===== config.mk =====
export PLATFORM = sky130hd
export DESIGN_NAME = apb_rr_arbiter
export DESIGN_NICKNAME = d
export VERILOG_FILES = /design/src/rtl/apb_rr_arbiter.sv
export SDC_FILE = /design/constraint.sdc
export NUM_CORES = 1
export LEC_CHECK = 0
export ABC_AREA = 0
export CAP_MARGIN = 30
export CORE_MARGIN = 2
export CORE_UTILIZATION = 35
export DETAILED_ROUTE_END_ITERATION = 8
export PLACE_DENSITY = 0.8
export SETUP_SLACK_MARGIN = 0.15
export SYNTH_ARGS = -nofsm -noshare
export SYNTH_HDL_FRONTEND = slang
export SYNTH_SLANG_ARGS = --single-unit

===== constraint.sdc =====
create_clock -name clk_i -period 2.4 [get_ports clk_i]
set_input_delay 0.48 -clock clk_i [delete_from_list [all_inputs] [get_ports clk_i]]
set_output_delay 0.48 -clock clk_i [all_outputs]
set_load 0.05 [all_outputs]

===== src/rtl/apb_rr_arbiter.sv =====
// ---------------------------------------------------------------------------
// apb_rr_arbiter
//
// Shares one APB completer between NumReq requesters. A round-robin search
// picks the next owner in IDLE, its request is latched, and a standard
// SETUP -> ACCESS APB transfer is run. Completion (pready_i) or an optional
// ACCESS-phase timeout pulses rsp_valid_o back to the owner.
//
// Ports
//   clk_i, rst_i        clock, synchronous active-high reset
//   req_valid_i         per-requester request, held until its response pulse
//   req_write_i         per-requester direction (1 = write)
//   req_addr_i          packed addresses, requester k at slice k
//   req_wdata_i         packed write data, requester k at slice k
//   rsp_valid_o         one-hot completion pulse to the owner
//   rsp_rdata_o         read data, valid with rsp_valid_o
//   rsp_err_o           pslverr or timeout, valid with rsp_valid_o
//   psel_o, penable_o, pwrite_o, paddr_o, pwdata_o   APB request
//   prdata_i, pready_i, pslverr_i                    APB response
//   grant_o             one-hot current owner (0 in IDLE)
//   busy_o              high outside IDLE
// ---------------------------------------------------------------------------
module apb_rr_arbiter #(
    parameter int NumReq        = 2,
    parameter int AddrWidth     = 32,
    parameter int DataWidth     = 32,
    parameter int TimeoutCycles = 255
) (
    input  logic                          clk_i,
    input  logic                          rst_i,
    input  logic [NumReq-1:0]             req_valid_i,
    input  logic [NumReq-1:0]             req_write_i,
    input  logic [NumReq*AddrWidth-1:0]   req_addr_i,
    input  logic [NumReq*DataWidth-1:0]   req_wdata_i,
    output logic [NumReq-1:0]             rsp_valid_o,
    output logic [DataWidth-1:0]          rsp_rdata_o,
    output logic                          rsp_err_o,
    output logic                          psel_o,
    output logic                          penable_o,
    output logic                          pwrite_o,
    output logic [AddrWidth-1:0]          paddr_o,
    output logic [DataWidth-1:0]          pwdata_o,
    input  logic [DataWidth-1:0]          prdata_i,
    input  logic                          pready_i,
    input  logic                          pslverr_i,
    output logic [NumReq-1:0]             grant_o,
    output logic                          busy_o
);

    localparam int IdxW = (NumReq > 1) ? $clog2(NumReq) : 1;
    localparam int CntW = (TimeoutCycles > 1) ? $clog2(TimeoutCycles) : 1;
    localparam bit TimeoutEn = (TimeoutCycles != 0);
    localparam logic [CntW-1:0] CntLast  = CntW'((TimeoutCycles > 0) ? TimeoutCycles - 1 : 0);
    localparam logic [IdxW-1:0] LastInit = IdxW'(NumReq - 1);

    typedef enum logic [1:0] {
        IDLE   = 2'd0,
        SETUP  = 2'd1,
        ACCESS = 2'd2
    } state_t;

    state_t                r_state;
    state_t                w_state_next;
    logic [IdxW-1:0]       r_last_grant;
    logic [NumReq-1:0]     r_grant;
    logic [CntW-1:0]       r_cnt;
    logic                  r_write;
    logic [AddrWidth-1:0]  r_addr;
    logic [DataWidth-1:0]  r_wdata;

    logic                  w_found;
    logic [IdxW-1:0]       w_win;
    logic [IdxW-1:0]       w_cand;
    logic [NumReq-1:0]     w_win_onehot;
    logic                  w_timeout_hit;

    // Unpack the flat request buses into per-requester arrays.
    logic [AddrWidth-1:0]  w_addr_arr  [NumReq];
    logic [DataWidth-1:0]  w_wdata_arr [NumReq];

    generate
        for (genvar gi = 0; gi < NumReq; gi++) begin : g_unpack
            assign w_addr_arr[gi]  = req_addr_i[gi*AddrWidth +: AddrWidth];
            assign w_wdata_arr[gi] = req_wdata_i[gi*DataWidth +: DataWidth];
        end
    endgenerate

    // Round-robin search: first valid requester at or after last_grant+1,
    // wrapping modulo NumReq. The last candidate visited is last_grant
    // itself, so a lone requester can win repeatedly.
    always_comb begin
        w_found      = 1'b0;
        w_win        = '0;
        w_cand       = '0;
        w_win_onehot = '0;
        for (int i = 1; i <= NumReq; i++) begin
            w_cand = IdxW'((int'(r_last_grant) + i) % NumReq);
            if (!w_found && req_valid_i[w_cand]) begin
                w_found = 1'b1;
                w_win   = w_cand;
            end
        end
        w_win_onehot[w_win] = w_found;
    end

    assign w_timeout_hit = TimeoutEn && (r_cnt == CntLast);

    // Next state and APB/response outputs. The response path is suppressed
    // while rst_i is high so a transfer interrupted by reset never completes.
    always_comb begin
        w_state_next = r_state;
        psel_o       = 1'b0;
        penable_o    = 1'b0;
        rsp_valid_o  = '0;
        rsp_rdata_o  = '0;
        rsp_err_o    = 1'b0;
        case (r_state)
            IDLE: begin
                if (w_found) begin
                    w_state_next = SETUP;
                end
            end
            SETUP: begin
                psel_o       = 1'b1;
                w_state_next = ACCESS;
            end
            ACCESS: begin
                psel_o    = 1'b1;
                penable_o = 1'b1;
                if (!rst_i) begin
                    if (pready_i) begin
                        // Normal completion wins over a coincident timeout.
                        rsp_valid_o  = r_grant;
                        rsp_rdata_o  = prdata_i;
                        rsp_err_o    = pslverr_i;
                        w_state_next = IDLE;
                    end else if (w_timeout_hit) begin
                        rsp_valid_o  = r_grant;
                        rsp_err_o    = 1'b1;
                        w_state_next = IDLE;
                    end
                end
            end
            default: begin
                w_state_next = IDLE;
            end
        endcase
    end

    always_ff @(posedge clk_i) begin
        if (rst_i) begin
            r_state      <= IDLE;
            r_last_grant <= LastInit;
            r_grant      <= '0;
            r_cnt        <= '0;
            r_write      <= 1'b0;
            r_addr       <= '0;
            r_wdata      <= '0;
        end else begin
            r_state <= w_state_next;
            if (r_state == IDLE && w_found) begin
                r_last_grant <= w_win;
                r_grant      <= w_win_onehot;
                r_cnt        <= '0;
                r_write      <= req_write_i[w_win];
                r_addr       <= w_addr_arr[w_win];
                r_wdata      <= w_wdata_arr[w_win];
            end
            if (r_state == ACCESS) begin
                if (w_state_next == IDLE) begin
                    r_grant <= '0;
                end else if (!pready_i && TimeoutEn) begin
                    r_cnt <= r_cnt + CntW'(1);
                end
            end
        end
    end

    // Address/data come straight from the latch so they hold between transfers.
    assign pwrite_o = r_write;
    assign paddr_o  = r_addr;
    assign pwdata_o = r_wdata;
    assign grant_o  = r_grant;
    assign busy_o   = (r_state != IDLE);

endmodule


==> flow_summary.yaml <==
worst_setup_path:
  crit_path_start: "r_state[0]"
  critPathCapture: "rsp_rdata_o[8]"
  reg2reg_to: "r_cnt[0]"
  crit_fanout: 10
  endpoint_kind: "primary output"
  r2r_start: "r_cnt[7]"
  critPathKind: "register to primary output"
  worstPathRequired_ns: 1.92
  reg2reg_depth: 11
  cp_data_arrival_time_ns: 1.75
  rrSetupSlack_ns: 0.19
  crit_path_start_kind: "register"
sta:
  post-route-period-util_pct: 93.0
  period_needed_ns: 2.23
  worst_pin_slew_ns: 0.688
  setup-violations-final: 0
  rsz0062_at_grt: "yes"
  hold_ws_ns: 0.500
  timing_hold_violations_final: 0
  slew_viol_final: 0
  fmax_mhz: 448
  setup-tns-final_ns: 0
  slew_headroom_pct: 54.1
  clock_skew_ns: 0.0120
placed_design:
  hpwl_um: 10100
  io_buffer_count: 272
  gp_congestion: 0.811
yosys:
  synth.distinct_cells: 33
  syn_area_per_cell_um2: 9.11
  ys.warnings.count: 0
  ys_seq_area_share_pct: 40.1
  synthTopCellsByArea: "dfxtp_1 (40%), mux2i_1 (19%), a211oi_1 (13%)"
  yosys.area.top_type_share_pct: 40.1
  synth_top_area_cell: "dfxtp_1"
  synth.net_count: 600
  netlist_area_um2: 3890
  ys_ff_latch: 78
  syn_inst: 427
detailed_routing:
  wl_per_cell_um: 15.4
  ant_nets: 0
  viasPerCell: 4.93
  drt_iter0_drc: 106
  wl_um: 13100
  vias: 4182
  firstDrtPassIters: 4
  drc: 0
cells_and_area:
  final_nets: 878
  areaGrowthSynthToFinish_pct: 97.1
  drive_gt1_share_pct: 20.5
  fillers: 831
  antenna_cells: 0
power:
  p_comb_share_pct: 54.4
  cellLeakagePower_nw: 3.04
  switchingPower_w: 0.00265
  swShare_pct: 43.8
  p_seq_share_pct: 29.3
  power_density_nw_per_um2: 789
  clock_power_share_pct: 16.3
  internal-power_w: 0.00340
  vdd_drop_max_v: 0.000534
clock_network:
  ctsLongestPathBuffers: 2
  cts_tree: "done"
  clock-sinks: 78
  cts_buffers: 9
  clk_latency_ns: 0.35
  ctsHoldBuffers: 0
  path_clk_slew_ns: 0.07
  htree_levels: 3
  cts_root_buf: "clkbuf_8"
floorplan:
  dieArea_um2: 12000
  rows: 38
  core_um2: 10800
  io_pins: 273
  die_w_um: 109
  die_h_um: 109
  initial_utilization_pct: 35.9
global_route:
  grt_pass1_wl_um: 19500
  grtUsageTotal_pct: 20.9
  grt_pass1_vias: 4066
  grt_max_degree: 71
  grt-ovfl-total: 0
  antenna_found_initial: 0
run_status:
  outcome: "completed"
min_path:
  hp-class: "register to register"
job:
  drv_cap: 0
-- state kept, by name, summed over array words and instances (netlist names) --
register / count
paddr_o: 32
r_state: 2
r_last_grant: 1
r_cnt: 8
pwrite_o: 1
grant_o: 2
pwdata_o: 32
-- power groups by stage --
stage                     logic, W  clock network (W)  registers [W]
after global routing       0.00348            0.00106        0.00181
after CTS                  0.00328            0.00102        0.00177
after detailed placement   0.00324                  0        0.00180
after global placement     0.00320                  0        0.00178
final                      0.00329           0.000986        0.00177
after floorplan            0.00104                  0        0.00278
-- worst min-delay path by stage --
stage                            from     endpoint  cells past startpoint  slack, ns
after detailed placement  paddr_o[11]  paddr_o[11]                      2       0.49
after global placement       r_cnt[1]     r_cnt[1]                      2       0.48
after CTS                 paddr_o[11]  paddr_o[11]                      2       0.50
after global routing      paddr_o[24]  paddr_o[24]                      2       0.52
after floorplan              r_cnt[1]     r_cnt[1]                      2       0.47
final                     paddr_o[11]  paddr_o[11]                      2       0.50
-- cells in the final DEF, fill, tap and decap left out, types with 2 or more instances in the layout --
| cell type | count |
|---|---|
| and2_4 | 18 |
| nor2_1 | 69 |
| xnor2_1 | 3 |
| a21oi_1 | 3 |
| nor2b_1 | 4 |
| buf_6 | 5 |
| a211oi_1 | 66 |
| clkbuf_8 | 11 |
| or2_2 | 3 |
| nor2_4 | 2 |
| nand2b_1 | 5 |
| dfxtp_1 | 69 |
| buf_12 | 40 |
| clkdlybuf4s50_1 | 232 |
| mux2i_1 | 73 |
| ha_1 | 2 |
| ha_4 | 2 |
| and2_2 | 16 |
| o21ai_0 | 4 |
| dfxtp_2 | 3 |
| buf_4 | 22 |
| a31oi_1 | 2 |
| nand2_1 | 12 |
| dfxtp_4 | 6 |
| inv_1 | 3 |
| a21o_1 | 3 |
| nand3_1 | 4 |
| o21a_1 | 2 |
-- cell families after synthesis --
| family | synth area share (%) |
|---|---|
| XOR/XNOR | 0.900 |
| AO/OA/AOI/OAI | 16.3 |
| buffers and inverters | 4.12 |
| flip-flops | 40.1 |
| adder cells (fa/ha/maj) | 1.61 |
| AND/OR/NAND/NOR | 18.1 |
| multiplexers | 18.8 |
-- worst max-delay path: stages, from the launching register on --
cell	delay [ns]
dfxtp_4	0.36
inv_4	0.07
ha_4	0.14
nor3b_4	0.35
buf_6	0.18
and2_2	0.17
buf_12	0.14
-- layout make-up --
type	instances	area, um2	share of cell area (%)
Timing Repair Buffer	301	3360	43.8
Multi-Input combinational cell	310	2330	30.4
Sequential cell	78	1590	20.7
Tap cell	140	175	2.28
Clock buffer	12	155	2.02
Clock inverter	3	43.8	0.571
Inverter	5	21.3	0.277
-- through the flow --
step | total power, W | worst slack [ns] | utilization, % | area (um2) | cells
2_1_floorplan | 0.00382 | 0.126 | - | 3940 | 427
3_3_place_gp | 0.00498 | 0.0887 | 66.5 | 7210 | 818
3_5_place_dp | 0.00504 | 0.0508 | 66.5 | 7210 | 818
4_1_cts | 0.00607 | 0.119 | 69.9 | 7580 | 845
5_1_grt | 0.00636 | 0.0812 | 70.8 | 7670 | 849
6_report | 0.00605 | 0.168 | 70.8 | 7670 | 849
-- Yosys cell counts, drive strengths merged --
cell type and number:
nor3 2, o311ai 1, a21o 3, xnor2 3, nor4 1, nand3 5
dfxtp 78, a221oi 1, a21boi 2, ha 5, xor2 1, and2 34
and3 1, nor2 72, nand2 12, buf 11, a211oi 66, nor2b 4
a21oi 3, o21ai 5, or3 1, or2 3, nor3b 2, nand2b 5
mux2i 73, inv 5, nand4 1, clkbuf 23, o21a 2, a31oi 2
-- layer usage --
metal  track usage (%)  vias up  routed length (um)
met1              21.3     1919                4520
met3              7.71       17                1230
met2              39.4      173                7140
met5                 0        -                   0
li1                  -     2073                   -
met4              6.60        0                 218
-- timing repair --
action	4_1_cts	5_1_grt
setup endpoints to repair	35	43
gates cloned	2	1
resized for setup	27	30
pin swaps	5	9
setup buffers	10	3
Power figures use the tool's default switching activity.
